$ cat config.mk
export PLATFORM = sky130hd
export DESIGN_NAME = lab3_cache_assoc_ctrl
export DESIGN_NICKNAME = d
export VERILOG_FILES = /design/src/rtl/lab3_cache_assoc_pkg.sv /design/src/rtl/lab3_cache_victim_sel.sv /design/src/rtl/lab3_cache_assoc_ctrl.sv
export SDC_FILE = /design/constraint.sdc
export NUM_CORES = 1
export LEC_CHECK = 0
export CORE_UTILIZATION = 30
export CTS_CLUSTER_DIAMETER = 30
export CTS_CLUSTER_SIZE = 30
export DETAILED_ROUTE_END_ITERATION = 7
export PLACE_DENSITY = 0.55
export SKIP_CTS_REPAIR_TIMING = 1
export SLEW_MARGIN = 0
export SYNTH_ARGS = -nofsm -noshare
export SYNTH_HDL_FRONTEND = slang
export SYNTH_SLANG_ARGS = --single-unit
$ cat constraint.sdc
create_clock -name clk -period 3.7 [get_ports clk]
set_input_delay 0.555 -clock clk [delete_from_list [all_inputs] [get_ports clk]]
set_output_delay 0.555 -clock clk [all_outputs]
set_load 0.01 [all_outputs]
$ cat src/rtl/lab3_cache_assoc_pkg.sv
// Shared types for the set-associative cache controller: FSM state encoding,
// request type constants and a lowest-set one-hot to binary encoder.
package lab3_cache_assoc_pkg;

  typedef enum logic [2:0] {
    IDLE, TAG, EVICT, REFILL, WAIT, RESP, FLUSH, FDONE
  } state_t;

  localparam logic REQ_READ  = 1'b0;
  localparam logic REQ_WRITE = 1'b1;

  // Lowest set bit wins, so a (malformed) multi-hit still picks one way.
  function automatic logic [2:0] oh2bin(input logic [7:0] oh);
    logic [2:0] r;
    r = 3'd0;
    for (int i = 7; i >= 0; i--)
      if (oh[i]) r = 3'(i);
    return r;
  endfunction

endpackage

$ cat src/rtl/lab3_cache_victim_sel.sv
// Victim selection: lowest-numbered invalid way of the set, otherwise the
// set's round-robin pointer. Pointers advance once per completed refill.
module lab3_cache_victim_sel
  import lab3_cache_assoc_pkg::*;
#(
  parameter int NUM_WAYS = 2,
  parameter int NUM_SETS = 16,
  parameter int IDX_W    = $clog2(NUM_SETS),
  parameter int WAY_W    = (NUM_WAYS > 1) ? $clog2(NUM_WAYS) : 1
) (
  input  logic                clk,
  input  logic                reset_n,
  input  logic [IDX_W-1:0]    idx,
  input  logic [NUM_WAYS-1:0] way_valid,
  input  logic                adv,
  output logic [WAY_W-1:0]    victim
);

  logic [NUM_SETS-1:0][WAY_W-1:0] ptr;

  // Invalid ways take precedence over the round-robin choice.
  always_comb begin
    victim = ptr[idx];
    for (int w = NUM_WAYS - 1; w >= 0; w--)
      if (!way_valid[w]) victim = WAY_W'(w);
  end

  // Per-set pointer; power-of-two way count makes the add wrap naturally.
  always_ff @(posedge clk or negedge reset_n) begin
    if (!reset_n)
      ptr <= '0;
    else if (adv && (NUM_WAYS > 1))
      ptr[idx] <= ptr[idx] + WAY_W'(1);
  end

endmodule

$ cat src/rtl/lab3_cache_assoc_ctrl.sv
// Control FSM for a write-back, write-allocate N-way set-associative cache:
// hit, evict, refill and whole-cache flush sequencing toward an external
// datapath. Optional statistics counters under LAB3_CACHE_ASSOC_STATS_EN.
module lab3_cache_assoc_ctrl
  import lab3_cache_assoc_pkg::*;
#(
  parameter int NUM_WAYS = 2,
  parameter int NUM_SETS = 16,
  parameter int IDX_W    = $clog2(NUM_SETS),
  parameter int WAY_W    = (NUM_WAYS > 1) ? $clog2(NUM_WAYS) : 1
) (
  input  logic                clk,
  input  logic                reset_n,
  input  logic                memreq_val,
  output logic                memreq_rdy,
  input  logic                memreq_type,
  input  logic [IDX_W-1:0]    memreq_idx,
  output logic                memresp_val,
  input  logic                memresp_rdy,
  input  logic [NUM_WAYS-1:0] tag_match,
  input  logic [NUM_WAYS-1:0] way_valid,
  input  logic [NUM_WAYS-1:0] way_dirty,
  output logic [IDX_W-1:0]    arr_idx,
  output logic [WAY_W-1:0]    arr_way,
  output logic                tarray_wen,
  output logic                darray_wen,
  output logic                refill_sel,
  output logic                dirty_wen,
  output logic                dirty_wdata,
  output logic                evict_val,
  input  logic                evict_rdy,
  output logic                refill_val,
  input  logic                refill_rdy,
  input  logic                refill_done,
  input  logic                flush,
  output logic                flush_done
`ifdef LAB3_CACHE_ASSOC_STATS_EN
  ,
  output logic [31:0]         stat_hits,
  output logic [31:0]         stat_misses,
  output logic [31:0]         stat_evicts
`endif
);

  state_t            state, nxt;
  logic              req_type;
  logic [IDX_W-1:0]  req_idx;
  logic [WAY_W-1:0]  vic, vic_q, hit_way;
  logic [IDX_W-1:0]  fset;
  logic [WAY_W-1:0]  fway;
  logic              live, adv, f_step, f_last, hit;

  assign hit     = |tag_match;
  assign hit_way = WAY_W'(oh2bin(8'(tag_match)));
  assign f_last  = (fset == IDX_W'(NUM_SETS - 1)) && (fway == WAY_W'(NUM_WAYS - 1));

  lab3_cache_victim_sel #(
    .NUM_WAYS(NUM_WAYS), .NUM_SETS(NUM_SETS), .IDX_W(IDX_W), .WAY_W(WAY_W)
  ) u_vsel (
    .clk(clk), .reset_n(reset_n), .idx(req_idx), .way_valid(way_valid),
    .adv(adv), .victim(vic)
  );

  // Next-state and all array/handshake controls.
  always_comb begin
    nxt         = state;
    memreq_rdy  = 1'b0;
    memresp_val = 1'b0;
    arr_idx     = req_idx;
    arr_way     = '0;
    tarray_wen  = 1'b0;
    darray_wen  = 1'b0;
    refill_sel  = 1'b0;
    dirty_wen   = 1'b0;
    dirty_wdata = 1'b0;
    evict_val   = 1'b0;
    refill_val  = 1'b0;
    flush_done  = 1'b0;
    adv         = 1'b0;
    f_step      = 1'b0;
    case (state)
      IDLE: begin
        // live keeps rdy low until the first clock after reset release
        memreq_rdy = live && !flush;
        if (live && flush)                   nxt = FLUSH;
        else if (memreq_val && memreq_rdy)   nxt = TAG;
      end
      TAG: begin
        if (hit) begin
          arr_way = hit_way;
          if (req_type == REQ_WRITE) begin
            darray_wen  = 1'b1;
            dirty_wen   = 1'b1;
            dirty_wdata = 1'b1;
          end
          nxt = RESP;
        end else begin
          arr_way = vic;
          nxt = (way_valid[vic] && way_dirty[vic]) ? EVICT : REFILL;
        end
      end
      EVICT: begin
        arr_way   = vic_q;
        evict_val = 1'b1;
        if (evict_rdy) begin
          dirty_wen = 1'b1;
          nxt       = REFILL;
        end
      end
      REFILL: begin
        arr_way    = vic_q;
        refill_val = 1'b1;
        if (refill_rdy) nxt = WAIT;
      end
      WAIT: begin
        arr_way = vic_q;
        if (refill_done) begin
          tarray_wen  = 1'b1;
          darray_wen  = 1'b1;
          refill_sel  = 1'b1;
          dirty_wen   = 1'b1;
          dirty_wdata = (req_type != REQ_READ);
          adv         = 1'b1;
          nxt         = TAG;
        end
      end
      RESP: begin
        memresp_val = 1'b1;
        if (memresp_rdy) nxt = IDLE;
      end
      FLUSH: begin
        arr_idx = fset;
        arr_way = fway;
        if (way_valid[fway] && way_dirty[fway]) begin
          evict_val = 1'b1;
          if (evict_rdy) begin
            dirty_wen = 1'b1;
            f_step    = 1'b1;
          end
        end else begin
          f_step = 1'b1;
        end
        if (f_step && f_last) nxt = FDONE;
      end
      FDONE: begin
        flush_done = 1'b1;
        nxt        = IDLE;
      end
      default: nxt = IDLE;
    endcase
  end

  // State, request latch, victim latch and flush walk counter.
  always_ff @(posedge clk or negedge reset_n) begin
    if (!reset_n) begin
      state    <= IDLE;
      live     <= 1'b0;
      req_type <= REQ_READ;
      req_idx  <= '0;
      vic_q    <= '0;
      fset     <= '0;
      fway     <= '0;
    end else begin
      state <= nxt;
      live  <= 1'b1;
      if (state == IDLE && memreq_val && memreq_rdy) begin
        req_type <= memreq_type;
        req_idx  <= memreq_idx;
      end
      if (state == TAG && !hit) vic_q <= vic;
      if (f_step) begin
        if (fway == WAY_W'(NUM_WAYS - 1)) begin
          fway <= '0;
          fset <= fset + IDX_W'(1);
        end else begin
          fway <= fway + WAY_W'(1);
        end
      end
    end
  end

  a_onehot_hit: assert property (@(posedge clk) disable iff (!reset_n)
    (state == TAG) |-> $onehot0(tag_match));

`ifdef LAB3_CACHE_ASSOC_STATS_EN
  logic replay;

  // Saturating event counters; the post-refill replay hit is not a new hit.
  always_ff @(posedge clk or negedge reset_n) begin
    if (!reset_n) begin
      replay      <= 1'b0;
      stat_hits   <= '0;
      stat_misses <= '0;
      stat_evicts <= '0;
    end else begin
      if (state == IDLE && memreq_val && memreq_rdy) replay <= 1'b0;
      if (state == WAIT && refill_done)              replay <= 1'b1;
      if (state == TAG && hit && !replay && stat_hits != '1)
        stat_hits <= stat_hits + 32'd1;
      if (state == TAG && !hit && stat_misses != '1)
        stat_misses <= stat_misses + 32'd1;
      if (state == EVICT && evict_rdy && stat_evicts != '1)
        stat_evicts <= stat_evicts + 32'd1;
    end
  end
`endif

endmodule

== Word-level counts from Yosys, hierarchy flattened ==
Index checks and enable logic that the tools add are counted.

* Register bits after elaboration: 31
* Input port bits: 19

* Add/subtract/negate cells: 3
* Order comparisons: 4
* Eq/ne operators: 14
* Multiplexer cells: 50
* Reductions and logical operators: 18

{| class="wikitable"
|+ Operators with widths
! cell !! number
|-
| two-way mux 1 bit || 32
|-
| two-way mux 3 bit || 8
|-
| case mux 3 bit (8 select lines) || 1
|-
| bitwise mux 16 bit || 1
|-
| == test 3 bit (second input constant) || 4
|-
| logical AND 1 bit || 11
|-
| inequality test 2 bit (second input constant) || 5
|-
| == test 3 x 2 -> 1 bit (second input constant) || 2
|-
| case mux 1 bit (2 select lines) || 3
|-
| AND reduction 6 bit || 1
|-
| < comparator 4 x 5 -> 1 bit (second input constant) || 1
|-
| adder 4 x 1 -> 4 bit (second input constant) || 1
|-
| binary-select mux 1 bit (select 4 bit) || 1
|-
| demux 1 bit (select 4 bit) || 1
|-
| == test 4 bit (second input constant) || 1
|-
| >= comparator 4 x 1 -> 1 bit (second input constant) || 1
|-
| < comparator 1 x 2 -> 1 bit (second input constant) || 2
|-
| two-way mux 4 bit || 1
|-
| case mux 1 bit (4 select lines) || 1
|-
| == test 3 x 1 -> 1 bit (second input constant) || 1
|-
| logical NOT 3 bit || 1
|-
| inequality test 3 bit (second input constant) || 1
|-
| case mux 1 bit (3 select lines) || 1
|-
| OR reduction 3 bit || 1
|-
| other kinds (4) || 6
|}

== Depth between registers and ports, before layout ==
Gate-level depths: netlist of run 1.

* Depth in word-level cells: 10
* Depth in mapped cells: 7
* Mapped depth without buffers: 6

== Cells and area by module ==
Synthesis of run 1 repeated with hierarchy kept, for this count alone.

* Cells, all modules: 196
* Area total of the unflattened synthesis: 1991.9 um2

{| class="wikitable"
|+ By module, submodules not included
! module !! instances !! cells each !! area an instance (um2) !! seq. area each (um2)
|-
| lab3_cache_victim_sel || 1 || 97 || 1037.2 || 400.4
|-
| lab3_cache_assoc_ctrl || 1 || 99 || 954.7 || 375.4
|}

== Worst setup path after synthesis of run 1 ==
Ideal clock, no wire load.

* Kind: reg2out
* Start: register req_idx[0]
* End: output port arr_way
* Data arrival time: 1.570 ns
* Path slack: 1.575 ns
* Stages on the path, launching flop included: 7
* Cell sequence: dfrtp_1 > buf_6 > mux4_2 > mux2i_1 > mux2_2 > nand2_1 > a41o_1

* Longest elaborated chain between the ends: 6

{| class="wikitable"
|+ Ends and longest elaborated chain
! item !! line !! RTL
|-
| start, declared || lab3_cache_assoc_ctrl.sv:47 || <nowiki>logic [IDX_W-1:0] req_idx;</nowiki>
|-
| start signal, assigned || lab3_cache_assoc_ctrl.sv:168 || <nowiki>req_idx <= memreq_idx;</nowiki>
|-
| binary-select mux 1 bit (select 4 bit) || lab3_cache_victim_sel.sv:23 || <nowiki>victim = ptr[idx];</nowiki>
|-
| two-way mux 1 bit (implied by the code) || lab3_cache_victim_sel.sv:23 ||
|-
| two-way mux 1 bit (2 in a row) || lab3_cache_victim_sel.sv:25 || <nowiki>if (!way_valid[w]) victim = WAY_W'(w);</nowiki>
|-
| two-way mux 1 bit || lab3_cache_assoc_ctrl.sv:89 || <nowiki>if (hit) begin</nowiki>
|-
| case mux 1 bit (3 select lines) || lab3_cache_assoc_ctrl.sv:81 || <nowiki>case (state)</nowiki>
|-
| end, declared || lab3_cache_assoc_ctrl.sv:24 || <nowiki>output logic [WAY_W-1:0] arr_way,</nowiki>
|}

Every way passes these cells. The select of a mux whose other input is x is not followed.

== Worst setup path in the final report of run 1 ==
Same ends and word-level chain as after synthesis.

==> results of run 1 <==
power by group:
| part | internal [uW] | switching (uW) |
|---|---|---|
| Sequential | 473 | 200 |
| Combinational | 413 | 355 |
| Clock | 169 | 130 |
sequential cells by signal, indices dropped and copies added, names as in the netlist:
signal	flops
req_idx	4
vic_q	1
fset	4
u_vsel.ptr	16
fway	1
req_type	1
state	3
live	1
per-layer routing:
layer	vias to the layer above	track usage, %	part of all wire (%)
li1	707	-	-
met5	-	0	0
met3	7	3.45	3.4
met2	32	21.8	42
met4	0	6.36	2.1
met1	701	21.1	53
layout make-up:
cell class | instances | area, um2
inverters | 7 | 26.3
clock buffers | 7 | 96.3
repair buffers | 34 | 338
well taps | 72 | 90.1
multi-input cells | 125 | 917
fillers | 601 | 3360
clock inverters | 1 | 7.51
flip-flops and latches | 31 | 776
cells in the final DEF, fill, tap and decap left out, types with 2 or more instances in the layout:
cell / Yosys / routed
clkdlybuf4s50_1: 0 / 33
dfrtp_1: 31 / 31
nand2_1: 13 / 13
mux2_2: 12 / 12
a31oi_1: 12 / 12
a21oi_1: 10 / 10
o21ai_0: 8 / 8
inv_1: 7 / 7
and3_1: 7 / 7
nor2_1: 7 / 7
clkbuf_8: 0 / 7
nand3_1: 6 / 6
mux4_2: 5 / 5
mux2i_1: 4 / 4
nor3_1: 4 / 4
nor2b_1: 3 / 3
xnor2_1: 3 / 3
nand2b_1: 2 / 2
o311ai_0: 2 / 2
a21o_1: 2 / 2
nor3b_1: 2 / 2
nand4_1: 2 / 2
a41oi_1: 2 / 2
stage by stage:
stage	std cells	area (um2)	setup slack [ns]	hold WS, ns	util [%]
after floorplan	178	1790	1.58	0.259	-
after global placement	269	2150	0.709	0.489	38.3
after detailed placement	269	2150	0.651	0.483	38.3
after CTS	277	2250	0.337	0.499	40.1
after global routing	277	2250	0.158	0.520	40.1
final	277	2250	0.335	0.494	40.1
worst paths after layout:
path | start | to | cells after the start | slack, ns
worst max-delay path | req_idx[0]$_DFFE_PN0P_ | arr_way | 6 | 0.34
worst min-delay path | u_vsel.ptr[15]$_DFFE_PN0P_ | u_vsel.ptr[15]$_DFFE_PN0P_ | 2 | 0.49
worst max register to register | req_idx[0]$_DFFE_PN0P_ | state[0]$_DFFE_PN0P_ | 5 | 1.09
max in group asynchronous | reset_n | u_vsel.ptr[5]$_DFFE_PN0P_ | 2 | 2.73
worst min register to register | u_vsel.ptr[15]$_DFFE_PN0P_ | u_vsel.ptr[15]$_DFFE_PN0P_ | 2 | 0.49
min in group asynchronous | reset_n | live$_DFF_PN0_ | 2 | 0.66
logic make-up after synthesis:
logic type	count (synthesis)	share of synthesized area, %
adder cells (fa/ha/maj)	1	0.700
other	1	0.210
flip-flops	31	43.4
multiplexers	21	16.1
XOR/XNOR	4	1.96
buffers and inverters	22	5.25
AO/OA/AOI/OAI	47	17.2
AND/OR/NAND/NOR	51	15.1
worst min-delay path: stages, from the launching register on:
cell     delay, ns
dfrtp_1       0.34
nand2_1       0.05
o21ai_1       0.07
==> results.toml, run 1 <==
[synthesis]
syn-num-nets = 198
async_flop_share_pct = 100
synth_area_mm2 = 0.00179
synth.avg_cell_area_um2 = 10.0
yosys.area.top_type = "dfrtp_1"
synth_cells = 178
synth_most_common_cell = "dfrtp_1"
ys_types = 43
synth_edf_count = 0
yosys_warnings = 0
synth_top_area_share_pct = 43.4
synth-main-ff-cell = "dfrtp_1"
ys_seq_area_share_pct = 43.4
yosys-top-cells-area = "dfrtp_1 43%, mux2_2 7.6%, mux4_2 6.3%"
synth-seq-cells = 31
synth_common_cells = "31 x dfrtp_1, 13 x clkbuf_1, 13 x nand2_1"

[clock_tree]
cts_tree = "yes"
clk_pin_slew_worst_paths_ns = 0.07
cts_buffers = 5
insertion_delay_ns = 0.29
cts_sinks = 31
cts.htree.levels = 2
root_buffer = "clkbuf_8"
cts_buffer_depth = 2

[sta]
relSlewSlack_pct = 45.7
setup_tns_ns = 0
fin_crit_ns = 3.36
clock_skew_ns = 0.00602
setup_viol = 0
period_share_pct = 90.9
finalHoldViolCount = 0
drv_slew = 0
rsz0062_at_grt = "no"
clock.fmax_mhz = 297
worst-slew-pin-transition_ns = 0.805

[worst_setup_path]
critPathTopFamily = "multiplexers"
critPathMaxFanout = 18
crit_arrival_ns = 2.81
start_kind = "register"
worstSetupEndpointType = "primary output"
cp_cell_sequence = "mux4_2 > mux2i_1 > mux2_2 > nand2_1 > a41o_1 > clkdlybuf4s50_1"
critPathKind = "register to primary output"
slowest_stage = "dfrtp_1"
cp_num_buf_inv = 1
cp_slowest_stage_delay_ns = 0.75
critPathRequiredTime_ns = 3.14

[floorplanning]
die_x_um = 79.2
die_h_um = 79.2
die_area_mm2 = 0.00627
boundaryPins = 34
core_area_mm2 = 0.00561
num_rows = 27
start_util_pct = 31.9

[drt]
wl_um = 4240
route.detailed.drc = 0
vias = 1447
drtIter0Drc = 65
ant_nets = 0
wl_per_cell_um = 15.3
avgViaCountPerCell = 5.22
drtPass1Iterations = 4

[global_route]
grt_pass1_vias = 1396
grt_pass1_wl_um = 7040
grt_usage_pct = 15.0
antenna_found_initial = 0
overflow = 0
grt_max_degree = 32

[pwr]
irDropWorstVdd_uv = 339
power_uw = 1740
p_leak_uw = 0.000957
power_density_mw_per_mm2 = 773

[layout]
diodes = 0
drive_gt1_share_pct = 14.6
fin_nets = 224
syn2layout_area_growth_pct = 26.0

[run_status]
status = "complete, no violations"

[place]
hpwl_um = 3010
numPortBuffers = 33
globalplace.congestion = 0.741

[worst_hold_path]
hp-class = "register to register"

[run]
cap_viol_max_count = 0
Power figures use the tool's default switching activity.
==> inputs of run 2 (changes only) <==
CORE_UTILIZATION = 40   (was 30)
PLACE_DENSITY = 0.68   (was 0.55)
==> results.toml, run 2 (synthesized netlist as in run 1, its figures left out) <==
[layout]
layout_common_cells = "33 x clkdlybuf4s50_1, 31 x dfrtp_1, 13 x nand2_1"
largest_reg_flops = 16
fin_nets = 224
drive_gt1_share_pct = 14.6
regMostFlops = "u_vsel.ptr"
design_area_mm2 = 0.00222
diodes = 0
fill_cells = 369
fin_util_pct = 53.7
syn2layout_area_growth_pct = 24.4
final_cells = 255
layout_commonest_cell = "clkdlybuf4s50_1"
reg.largest.list = "u_vsel.ptr x16, fset x4, req_idx x4"

[worst_setup_path]
critPathRequiredTime_ns = 3.14
cp_cell_sequence = "mux4_2 > mux2i_1 > mux2_2 > nand2_1 > a41o_1 > clkdlybuf4s50_1"
start_kind = "register"
critPathKind = "register to primary output"
critPathMaxFanout = 18
crit_arrival_ns = 2.75
slowest_stage = "dfrtp_1"
worstSetupEndpointType = "primary output"
cp_slowest_stage_delay_ns = 0.72

[pwr]
power_uw = 1740
irDropWorstVdd_uv = 535
p_leak_uw = 0.000957
power_density_mw_per_mm2 = 783

[drt]
drtPass1Iterations = 4
route.detailed.drc = 0
wl_um = 4180
drtIter0Drc = 153
avgViaCountPerCell = 5.79
ant_nets = 0
wl_per_cell_um = 16.4
vias = 1477

[sta]
relSlewSlack_pct = 38.6
rsz0062_at_grt = "no"
fin_crit_ns = 3.31
worst-slew-pin-transition_ns = 0.909
clock_skew_ns = 0.00274
period_share_pct = 89.4
finalHoldViolCount = 0
setup_viol = 0
drv_slew = 0
clock.fmax_mhz = 302
setup_tns_ns = 0

[place]
numPortBuffers = 33
dp_cells = 247
globalplace.congestion = 0.854
dpl-instance-area_mm2 = 0.00212
hpwl_um = 3000

[floorplanning]
start_util_pct = 43.1
num_rows = 23
die_area_mm2 = 0.00474
core_area_mm2 = 0.00414
die_x_um = 68.8
die_h_um = 68.8
boundaryPins = 34

[global_route]
antenna_found_initial = 0
grt_max_degree = 32
grt_usage_pct = 20.7
grt_pass1_wl_um = 7040
grt_pass1_vias = 1454
overflow = 0

[clock_tree]
clk_pin_slew_worst_paths_ns = 0.07
cts_buffers = 5
cts_buffer_depth = 2
cts_sinks = 31
insertion_delay_ns = 0.28
cts_tree = "yes"
root_buffer = "clkbuf_8"
cts.htree.levels = 2

[worst_hold_path]
hp-class = "register to register"

[run_status]
status = "complete, no violations"

[run]
cap_viol_max_count = 0
==> run 2: per-stage QoR <==
stage	worst slack, ns	hold slack, ns
after CTS	0.383	0.504
after detailed placement	0.702	0.489
after global placement	0.751	0.483
after global routing	0.214	0.540
final	0.391	0.507
after floorplan	1.58	0.259
==> run 2: path summary, 6_finish.rpt <==
kind                                            start                          to  slack (ns)  depth (start not counted)
max                            req_idx[0]$_DFFE_PN0P_                     arr_way        0.39                          6
min                        u_vsel.ptr[15]$_DFFE_PN0P_  u_vsel.ptr[15]$_DFFE_PN0P_        0.51                          2
max reg2reg                    req_idx[0]$_DFFE_PN0P_        state[0]$_DFFE_PN0P_        1.10                          5
min reg2reg                u_vsel.ptr[15]$_DFFE_PN0P_  u_vsel.ptr[15]$_DFFE_PN0P_        0.51                          2
max in group asynchronous                     reset_n   u_vsel.ptr[9]$_DFFE_PN0P_        2.75                          2
min in group asynchronous                     reset_n         fset[3]$_DFFE_PN0P_        0.66                          2
==> run 2: per-layer routing <==
layer  vias up  track usage, %  routed length (um)
met4         0            8.93                  73
met5         -               0                   0
li1        708               -                   -
met1       719            26.3                1960
met2        45            34.3                1970
met3         5            4.11                 172
==> run 2: cell type report <==
type                            count  area (um2)  area share [%]
Multi-Input combinational cell    125         917            41.2
Sequential cell                    31         776            34.9
Timing Repair Buffer               34         338            15.2
Clock buffer                        7        96.3            4.33
Tap cell                           50        62.6            2.81
Inverter                            7        26.3            1.18
Clock inverter                      1        7.51           0.338
==> run 2: where the power goes <==
group	leakage (uW)	internal, uW	total (uW)	switching (uW)
Sequential	0.000403	473	675	202
Clock	0.0000505	169	299	130
Combinational	0.000504	414	767	354
Total	0.000957	1060	1740	685
==> run 2: worst max-delay path: cells and delay by family (launching register included) <==
kind / cells / cell delay (ns)
buffers and inverters: 1 / 0.47
AO/OA/AOI/OAI: 1 / 0.25
multiplexers: 3 / 0.94
AND/OR/NAND/NOR: 1 / 0.08
flip-flops: 1 / 0.72
